File: src/rtl/fskgen_pkg.sv
// Shared constants, serializer state type and sine table for fsk_tone_generator.
// The table is stored as a quarter wave; full-wave lookup rebuilds it by symmetry.
package fskgen_pkg;

    localparam int PHASE_W = 8;
    localparam logic [7:0] MID = 8'h80;
    localparam int DIVH_W = 8;
    localparam int DIVL_W = 9;
    localparam int QW_N = 65;

    typedef enum logic {
        S_IDLE,
        S_SEND
    } ser_state_e;

    // 128 + round(127*sin(2*pi*k/256)) for k = 0..64
    localparam logic [7:0] QW [QW_N] = '{
        8'd128, 8'd131, 8'd134, 8'd137, 8'd140,
        8'd144, 8'd147, 8'd150, 8'd153, 8'd156,
        8'd159, 8'd162, 8'd165, 8'd168, 8'd171,
        8'd174, 8'd177, 8'd179, 8'd182, 8'd185,
        8'd188, 8'd191, 8'd193, 8'd196, 8'd199,
        8'd201, 8'd204, 8'd206, 8'd209, 8'd211,
        8'd213, 8'd216, 8'd218, 8'd220, 8'd222,
        8'd224, 8'd226, 8'd228, 8'd230, 8'd232,
        8'd234, 8'd235, 8'd237, 8'd239, 8'd240,
        8'd241, 8'd243, 8'd244, 8'd245, 8'd246,
        8'd248, 8'd249, 8'd250, 8'd250, 8'd251,
        8'd252, 8'd253, 8'd253, 8'd254, 8'd254,
        8'd254, 8'd255, 8'd255, 8'd255, 8'd255
    };

    function automatic logic [7:0] sine_lut(
        input logic [PHASE_W-1:0] k
    );
        logic [6:0] idx;
        logic [7:0] v;
        if (k[6])
            idx = 7'(7'd64 - {1'b0, k[5:0]});
        else
            idx = {1'b0, k[5:0]};
        v = QW[idx];
        // second half is the first half mirrored about midscale
        if (k[7])
            v = 8'(9'd256 - {1'b0, v});
        return v;
    endfunction

endpackage

File: src/rtl/tick_divider.sv
// Free-running reloadable tick divider: counts from load_val up to all-ones.
// co pulses for one cycle at all-ones; period is 2**W - load_val cycles.
module tick_divider
#(
    parameter int W = 8
) (
    input  logic         clk,
    input  logic         rst,
    input  logic         init,
    input  logic [W-1:0] load_val,
    output logic         co
);
    import fskgen_pkg::*;

    logic [W-1:0] cnt;

    assign co = &cnt;

    always_ff @(posedge clk) begin
        if (rst)
            cnt <= load_val;
        else if (init || co)
            cnt <= load_val;
        else
            cnt <= cnt + W'(1);
    end

endmodule

File: src/rtl/fsk_tone_generator.sv
// FSK/OOK tone source: two tick dividers, MSB-first serializer and sine DDS.
// Define FSKGEN_QUARTER_WAVE_EN to use the folded quarter-wave sine lookup.
module fsk_tone_generator
#(
    parameter int MSG_W     = 5,
    parameter int BIT_TICKS = 256
) (
    input  logic             clk,
    input  logic             rst,
    input  logic             init,
    input  logic [2:0]       PL,
    input  logic             send,
    input  logic [MSG_W-1:0] Msg,
    input  logic             Mode,
    output logic [7:0]       magnitude,
    output logic             msg_bit,
    output logic             busy,
    output logic             co_h,
    output logic             co_l
);
    import fskgen_pkg::*;

    localparam int TW = $clog2(BIT_TICKS + 1);
    localparam int BW = $clog2(MSG_W + 1);

    logic [DIVH_W-1:0] load_h;
    logic [DIVL_W-1:0] load_l;

    assign load_h = {PL, 5'b0};
    assign load_l = {PL, 6'b0};

    tick_divider #(.W(DIVH_W)) u_div_h (
        .clk      (clk),
        .rst      (rst),
        .init     (init),
        .load_val (load_h),
        .co       (co_h)
    );

    tick_divider #(.W(DIVL_W)) u_div_l (
        .clk      (clk),
        .rst      (rst),
        .init     (init),
        .load_val (load_l),
        .co       (co_l)
    );

    ser_state_e       state_q, state_d;
    logic [MSG_W-1:0] sr_q, sr_d;
    logic [BW-1:0]    bit_q, bit_d;
    logic [TW-1:0]    tk_q, tk_d;
    logic             send_q;
    logic             start;

    assign busy    = (state_q == S_SEND);
    assign msg_bit = busy & sr_q[MSG_W-1];
    assign start   = send & ~send_q & ~busy;

    always_ff @(posedge clk) begin
        if (rst) begin
            state_q <= S_IDLE;
            sr_q    <= '0;
            bit_q   <= '0;
            tk_q    <= '0;
            send_q  <= 1'b0;
        end else begin
            state_q <= state_d;
            sr_q    <= sr_d;
            bit_q   <= bit_d;
            tk_q    <= tk_d;
            send_q  <= send;
        end
    end

    always_comb begin
        state_d = state_q;
        sr_d    = sr_q;
        bit_d   = bit_q;
        tk_d    = tk_q;
        unique case (state_q)
            S_IDLE: begin
                if (start) begin
                    state_d = S_SEND;
                    sr_d    = Msg;
                    bit_d   = '0;
                    tk_d    = '0;
                end
            end
            S_SEND: begin
                if (co_h) begin
                    if (tk_q == TW'(BIT_TICKS - 1)) begin
                        tk_d = '0;
                        if (bit_q == BW'(MSG_W - 1)) begin
                            state_d = S_IDLE;
                            sr_d    = '0;
                        end else begin
                            sr_d  = sr_q << 1;
                            bit_d = bit_q + BW'(1);
                        end
                    end else begin
                        tk_d = tk_q + TW'(1);
                    end
                end
            end
            default: state_d = S_IDLE;
        endcase
    end

    // phase never resets on bit boundaries, so tone switches are phase-continuous
    logic [PHASE_W-1:0] phase_q;
    logic               dds_tick;
    logic [7:0]         sample;

    assign dds_tick = msg_bit ? co_l : co_h;

    always_ff @(posedge clk) begin
        if (rst)
            phase_q <= '0;
        else
            phase_q <= phase_q + PHASE_W'(dds_tick);
    end

`ifdef FSKGEN_QUARTER_WAVE_EN
    assign sample = sine_lut(phase_q);
`else
    logic [7:0] full_lut [256];

    for (genvar k = 0; k < 256; k++) begin : g_lut
        assign full_lut[k] = sine_lut(PHASE_W'(k));
    end

    assign sample = full_lut[phase_q];
`endif

    always_ff @(posedge clk) begin
        if (rst)
            magnitude <= MID;
        else
            magnitude <= (Mode | msg_bit) ? sample : MID;
    end

endmodule

File: config.mk
export PLATFORM = sky130hd
export DESIGN_NAME = fsk_tone_generator
export DESIGN_NICKNAME = d
export VERILOG_FILES = /design/src/rtl/fskgen_pkg.sv /design/src/rtl/tick_divider.sv /design/src/rtl/fsk_tone_generator.sv
export SDC_FILE = /design/constraint.sdc
export NUM_CORES = 1
export LEC_CHECK = 0
export BUFFER_PORTS_ARGS = -buffer_cell sky130_fd_sc_hd__clkbuf_2
export CORE_MARGIN = 1.5
export CORE_UTILIZATION = 59
export CTS_BUF_LIST = sky130_fd_sc_hd__clkbuf_8 sky130_fd_sc_hd__clkbuf_16
export DETAILED_ROUTE_END_ITERATION = 8
export MAX_ROUTING_LAYER = met4
export PLACE_DENSITY_LB_ADDON = 0.12
export SYNTH_ARGS = -nofsm -noshare
export SYNTH_HDL_FRONTEND = slang
export SYNTH_HIERARCHICAL = 1
export SYNTH_SLANG_ARGS = --single-unit
export TNS_END_PERCENT = 30
File: constraint.sdc
create_clock -name clk -period 3.45 [get_ports clk]
set_input_delay 0.8625 -clock clk [delete_from_list [all_inputs] [get_ports clk]]
set_output_delay 0.8625 -clock clk [all_outputs]
set_load 0.02 [all_outputs]
# Word level (Yosys, flattened, before mapping)
# Memory sizes are Yosys's and may differ from the RTL's. A register that Yosys moved wholly into a read port is not among the register bits.
# Index checks and enable logic that the tools add are counted.
# op_classes
n_reduce_logical,10
eq_ne,6
n_mux,24
addsub,5
bitwise,8
# ops
cell,n
2-to-1 mux 9 bit,5
2-to-1 mux 5 bit,4
adder 9 x 1 -> 9 bit (second input constant),2
case mux 9 bit (2 select lines),1
2-to-1 mux 8 bit,2
2-to-1 mux 3 bit,4
case mux 5 bit (2 select lines),1
== test 9 x 8 -> 1 bit (second input constant),1
inverter 8 -> 9 bit,1
AND reduction 9 bit,1
adder 8 x 1 -> 8 bit,1
adder 8 x 1 -> 8 bit (second input constant),1
AND reduction 8 bit,1
!= test 2 bit (second input constant),3
case mux 3 bit (2 select lines),1
OR reduction 2 bit,3
2-to-1 mux 1 bit,5
AND reduction 4 bit,1
adder 3 x 1 -> 3 bit (second input constant),1
AND 1 bit,3
== test 3 bit (second input constant),1
inverter 1 bit,3
AND reduction 3 bit,1
logical OR 1 bit,2
4 further kinds,4
# word_totals
register_bits,44
output_inout_bits,12
word_cells,64
memories,1
mem_bits_ro,2048
in_bits,13
# memory_table
memory,words,word_bits,rd,rd_ports_with_merged_regs,write_ports,line,rtl
(name not given),256,8,1,1,0,fsk_tone_generator.sv:132,assign sample = full_lut[phase_q];

# Depth between registers and ports, before layout
# logic_depth
word_depth,5
ltp_mapped,10
depth_no_buf,10

# Modules after synthesis
# The synthesis kept the hierarchy.
# by_module_without_submodules
mod,seq_area_each_um2,cells_per_inst,instances,area_per_inst_um2
fsk_tone_generator,700.7,498,1,3455.8
tick_divider (u_div_h),160.2,48,1,431.7
tick_divider (u_div_l),180.2,52,1,417.9

# Worst setup path before layout
# Ideal clock, no wire load.
# synth_path
kind,register to register
start,register phase_q[0]
end,register magnitude[3]
path_stages_with_launch,11
slack_ps,955
setup_time_ps,88
path_buffers,2
arrival_time_ps,2407
required_ps,3362
period_less_slack_ps,2495
cell_sequence,dfxtp_1 -> clkbuf_1 -> inv_1 -> ha_1 -> buf_2 -> nor2_1 -> a211oi_2 -> a21oi_1 -> o311a_1 -> o31a_1 -> a311oi_2
# synth_between
elab_chain_len,1
# synth_lines
item,line,rtl
start: declaration,fsk_tone_generator.sv:110,logic [PHASE_W-1:0] phase_q;
start signal: assignment,fsk_tone_generator.sv:120,phase_q <= phase_q + PHASE_W'(dds_tick);
inverter 8 -> 9 bit (not written as such),fsk_tone_generator.sv:132,
end: declaration,fsk_tone_generator.sv:15,"output logic [7:0] magnitude,"
# Every way passes these cells.
# A chain may end at the register's enable or synchronous reset.

# Worst setup path in the final report
# layout_path
start,register u_div_h.cnt[0]
end,register bit_q[2]
# layout_between
elab_chain_len,3
# layout_lines
item,line,rtl
start: declaration,tick_divider.sv:15,logic [W-1:0] cnt;
start signal: assignment,tick_divider.sv:21,cnt <= load_val;
start signal: assignment,tick_divider.sv:23,cnt <= load_val;
start signal: assignment,tick_divider.sv:25,cnt <= cnt + W'(1);
AND reduction 8 bit,tick_divider.sv:17,assign co = &cnt;
!= test 2 bit (no source line),--,
AND reduction 4 bit (no source line),--,
end signal: assignment,fsk_tone_generator.sv:69,bit_q <= bit_d;
end: declaration,fsk_tone_generator.sv:50,"logic [BW-1:0] bit_q, bit_d;"
# Every way passes these cells.

==> run_summary.xml <==
<?xml version="1.0" encoding="UTF-8"?>
<metrics>
  <group name="status">
    <metric name="outcome" unit="">complete, no violations</metric>
  </group>
  <group name="final_layout">
    <metric name="flow.area_growth_from_synthesis" unit="%">5.06</metric>
    <metric name="postLayoutCellArea" unit="um2">4520</metric>
    <metric name="antenna_cells" unit="">0</metric>
    <metric name="layout-drive-gt1-share" unit="">0.102</metric>
    <metric name="layout.filler_cells" unit="">634</metric>
    <metric name="finish.net_count" unit="">632</metric>
    <metric name="multiInputGateArea" unit="um2">3020</metric>
    <metric name="seqCellArea" unit="um2">1040</metric>
  </group>
  <group name="route">
    <metric name="first_iter_violations" unit="">619</metric>
    <metric name="routed_wire_length_per_instance" unit="um">17.0</metric>
    <metric name="drt.antenna.violating_nets" unit="">0</metric>
    <metric name="dr_total_vias" unit="">4503</metric>
    <metric name="firstDrtPassIters" unit="">6</metric>
    <metric name="residual_drc_count" unit="">0</metric>
    <metric name="route.final.wire_length" unit="um">11900</metric>
    <metric name="vias_per_cell" unit="">6.47</metric>
  </group>
  <group name="clock_network">
    <metric name="clock-sinks" unit="">52</metric>
    <metric name="post_cts.repair.setup_buffers" unit="">0</metric>
    <metric name="cts.root.buffer_cell" unit="">clkbuf_8</metric>
    <metric name="clock_latency" unit="ns">0.31</metric>
    <metric name="cts_buffers" unit="">5</metric>
    <metric name="cts_max_path_buffers" unit="">2</metric>
    <metric name="clkSlewWorstSetupHoldPaths" unit="ns">0.09</metric>
    <metric name="tritoncts" unit="">yes</metric>
    <metric name="cts_resized" unit="">0</metric>
    <metric name="holdBufCountCts" unit="">0</metric>
    <metric name="ctsHtreeMaxLevel" unit="">2</metric>
  </group>
  <group name="place">
    <metric name="dp_hpwl" unit="um">8150</metric>
    <metric name="post_dp_cell_area" unit="um2">4430</metric>
    <metric name="placement.io_buffers" unit="">24</metric>
    <metric name="finalWeightedCongestion" unit="">0.988</metric>
  </group>
  <group name="timing">
    <metric name="worst_rel_slew_slack" unit="">0.448</metric>
    <metric name="min_period" unit="ns">2.68</metric>
    <metric name="final_max_slew_viol_count" unit="">0</metric>
    <metric name="timing.fmax" unit="MHz">373</metric>
    <metric name="fin_skew" unit="ns">0.00668</metric>
    <metric name="timing_hold_violations_final" unit="">0</metric>
    <metric name="setup_total_negative_slack" unit="ns">0</metric>
    <metric name="post-route-period-util" unit="">0.777</metric>
    <metric name="worstMarginPinSlew" unit="ns">0.828</metric>
    <metric name="grt_setup_unrepaired" unit="">no</metric>
    <metric name="report.final.setup_viol" unit="">0</metric>
  </group>
  <group name="power">
    <metric name="power.ir.vdd_worst" unit="mV">0.197</metric>
    <metric name="p_total" unit="W">0.00112</metric>
    <metric name="leakage" unit="nW">1.70</metric>
    <metric name="power_density" unit="nW/um2">249</metric>
  </group>
  <group name="floorplanning">
    <metric name="fp.coreArea" unit="um2">6910</metric>
    <metric name="initial_utilization" unit="">0.623</metric>
    <metric name="die_height" unit="um">88.4</metric>
    <metric name="number_of_placement_rows" unit="">30</metric>
    <metric name="design.die.area" unit="um2">7820</metric>
    <metric name="die_w" unit="um">88.4</metric>
    <metric name="ios" unit="">25</metric>
  </group>
  <group name="flow_run">
    <metric name="maxCapViolations" unit="">0</metric>
  </group>
  <group name="synth">
    <metric name="synthesis.yosys.warnings" unit="">6</metric>
    <metric name="synth-seq-area-share" unit="">0.242</metric>
    <metric name="post_synth_inst_count" unit="">598</metric>
    <metric name="ys_types" unit="">74</metric>
    <metric name="synth_flop_cell" unit="">dfxtp_1</metric>
    <metric name="synth_enable_flop_cells" unit="">0</metric>
    <metric name="post_synth.cell_area_avg" unit="um2">7.20</metric>
    <metric name="postSynthRegisterBits" unit="">52</metric>
    <metric name="post_synth_instance_area" unit="um2">4310</metric>
    <metric name="async_flop_share" unit="">0</metric>
  </group>
  <group name="grt">
    <metric name="global_route_total_usage_across_every_layer" unit="">0.323</metric>
    <metric name="wire_length_of_the_first_global_routing_pass" unit="um">19100</metric>
    <metric name="grt_pass1_vias" unit="">3895</metric>
    <metric name="grt_max_degree" unit="">46</metric>
    <metric name="grt_antenna_before_repair" unit="">0</metric>
    <metric name="global_route.overflow_total" unit="">0</metric>
  </group>
  <group name="setup_path">
    <metric name="crit_start" unit="">u_div_h/cnt[0]$_DFF_P_</metric>
    <metric name="rr_endpoint" unit="">bit_q[2]$_SDFFE_PP0P_</metric>
    <metric name="largest_fanout_on_the_critical_path" unit="">12</metric>
    <metric name="end_kind" unit="">register</metric>
    <metric name="worstPathBufferInverterCount" unit="">0</metric>
    <metric name="critical_path.cell_chain" unit="">ha_1 -&gt; nand3_2 -&gt; nor2_1 -&gt; nand2_1 -&gt; nor4_1 -&gt; or2_1 -&gt; a21oi_1 -&gt; a41o_1 -&gt; nor3_1</metric>
    <metric name="timing.rr.start" unit="">u_div_h/cnt[0]$_DFF_P_</metric>
    <metric name="signal_arrival_time_at_the_worst_endpoint" unit="ns">2.92</metric>
    <metric name="timing.setup.critical_path_class" unit="">reg -&gt; reg</metric>
    <metric name="critical_path.startpoint_type" unit="">register</metric>
    <metric name="worst_path_max_delay_cell" unit="">nor4_1</metric>
    <metric name="critPathMaxStageDelay" unit="ns">0.44</metric>
    <metric name="path_delay_family" unit="">simple AND/OR/NAND/NOR gates</metric>
    <metric name="rr_worst_depth" unit="">9</metric>
    <metric name="worst_setup_path_endpoint" unit="">bit_q[2]$_SDFFE_PP0P_</metric>
    <metric name="setup.reg_to_reg.worst_slack" unit="ns">0.77</metric>
    <metric name="critical_path_cell_count" unit="">9</metric>
    <metric name="endpoint_required_time_on_the_critical_path" unit="ns">3.69</metric>
  </group>
  <group name="worst_hold_path">
    <metric name="worstHoldPathType" unit="">reg -&gt; reg</metric>
    <metric name="origin_of_the_worst_min_delay_path" unit="">sr_q[0]$_SDFFE_PP0P_</metric>
    <metric name="hold_depth" unit="">2</metric>
  </group>
</metrics>
cells by family (layout without fill, tap and decap cells):
| logic type | count (synthesis) | in the layout | share of synthesized area |
|---|---|---|---|
| AO/OA/AOI/OAI | 193 | 193 | 0.293 |
| XOR/XNOR | 13 | 13 | 0.0264 |
| adder cells (fa/ha/maj) | 20 | 20 | 0.0581 |
| multiplexers | 12 | 12 | 0.0355 |
| buffers and inverters | 66 | 57 | 0.0671 |
| AND/OR/NAND/NOR | 241 | 241 | 0.277 |
| flip-flops | 52 | 52 | 0.242 |
| other | 1 | 12 | 0.000871 |
layer usage:
metal | global-route usage | part of all wire | vias to the layer above
li1 | - | - | 2188
met5 | - | 0 | -
met4 | 0.143 | 0.033 | 0
met2 | 0.491 | 0.45 | 248
met1 | 0.423 | 0.43 | 2034
met3 | 0.0532 | 0.087 | 33
stage by stage:
stage,utilization,setup slack [ns],hold slack [ns],cells
4_1_cts,0.655,0.787,0.473,696
3_3_place_gp,0.641,0.917,0.449,688
2_1_floorplan,-,0.955,0.432,609
6_report,0.655,0.770,0.479,696
3_5_place_dp,0.641,0.814,0.460,688
5_1_grt,0.655,0.540,0.506,696
layout make-up:
cell class                 count  share of cell area
timing repair buffer          33              0.0415
clock inverter                 2             0.00249
inverter                      16              0.0133
tap                           96              0.0266
multi-input combinational    491               0.667
clock buffer                   6              0.0183
sequential                    52               0.231
cells in the final DEF (no fill, tap or decap), types with 11 or more instances in the layout:
| master | netlist | final |
|---|---|---|
| a21oi_1 | 55 | 55 |
| nor2b_1 | 11 | 11 |
| clkbuf_2 | 1 | 24 |
| ha_1 | 20 | 20 |
| a31oi_1 | 11 | 11 |
| nor3_1 | 18 | 18 |
| nand3_1 | 21 | 21 |
| dfxtp_1 | 52 | 49 |
| nand2b_1 | 14 | 14 |
| inv_1 | 11 | 12 |
| nor2_1 | 63 | 63 |
| nand2_1 | 67 | 67 |
| o21ai_1 | 19 | 19 |
| conb_1 | 1 | 12 |
| o21ai_0 | 28 | 28 |
sequential cells by signal (all words and copies together), names as in the netlist:
signal	flops
sr_q	5
u_div_l/cnt	9
magnitude	8
phase_q	8
tk_q	9
bit_q	3
u_div_h/cnt	8
busy	1
send_q	1
power by group:
| group | switching [W] | internal, W | leakage [nW] | total [W] |
|---|---|---|---|---|
| Combinational | 0.0000587 | 0.0000443 | 1.22 | 0.000103 |
| Sequential | 0.0000280 | 0.000626 | 0.428 | 0.000654 |
| Clock | 0.000207 | 0.000161 | 0.0486 | 0.000368 |
worst register-to-register path, stage by stage, from the launching register on:
cell and delay [ns]:
dfxtp_1 0.37, ha_1 0.23, nand3_2 0.17, nor2_1 0.37, nand2_1 0.19, nor4_1 0.44
or2_1 0.39, a21oi_1 0.12, a41o_1 0.21, nor3_1 0.11
worst min path at each step:
| stage | end | slack, ns |
|---|---|---|
| 3_5_place_dp | sr_q[0]$_SDFFE_PP0P_ | 0.46 |
| 6_report | sr_q[0]$_SDFFE_PP0P_ | 0.48 |
| 3_3_place_gp | sr_q[0]$_SDFFE_PP0P_ | 0.45 |
| 5_1_grt | sr_q[0]$_SDFFE_PP0P_ | 0.51 |
| 2_1_floorplan | sr_q[0]$_SDFFE_PP0P_ | 0.43 |
| 4_1_cts | sr_q[0]$_SDFFE_PP0P_ | 0.47 |
synth_stat cells, types with 3 or more instances:
| master | number | share of area |
|---|---|---|
| buf_2 | 20 | 0.023 |
| o211ai_1 | 10 | 0.017 |
| o2111ai_1 | 3 | 0.0061 |
| clkbuf_1 | 20 | 0.017 |
| xnor2_1 | 10 | 0.020 |
| a21oi_1 | 55 | 0.064 |
| ha_1 | 20 | 0.058 |
| a31oi_1 | 11 | 0.016 |
| o21ai_0 | 28 | 0.033 |
| inv_2 | 5 | 0.0044 |
| nor2b_1 | 11 | 0.016 |
| nand4_1 | 4 | 0.0058 |
| mux2i_1 | 7 | 0.016 |
| nand2b_1 | 14 | 0.020 |
| or4_1 | 4 | 0.0070 |
| or2_1 | 5 | 0.0073 |
| nand3b_1 | 3 | 0.0052 |
| nor3_1 | 18 | 0.021 |
| buf_1 | 5 | 0.0044 |
| xor2_1 | 3 | 0.0061 |
| nand3_1 | 21 | 0.024 |
| nor4_1 | 4 | 0.0058 |
| nor2_1 | 63 | 0.055 |
| o22ai_1 | 5 | 0.0073 |
| a311oi_1 | 9 | 0.018 |
| dfxtp_1 | 52 | 0.24 |
| and2_1 | 3 | 0.0044 |
| nand2_1 | 67 | 0.058 |
| inv_1 | 11 | 0.0096 |
| o21ai_1 | 19 | 0.022 |
| a211oi_1 | 9 | 0.016 |
| and3_1 | 4 | 0.0058 |
| a221oi_1 | 4 | 0.0081 |
| buf_4 | 4 | 0.0070 |
| o221ai_1 | 5 | 0.010 |
| or3_1 | 5 | 0.0073 |
| o31ai_1 | 5 | 0.0087 |
(Power assumes the default switching activity.)
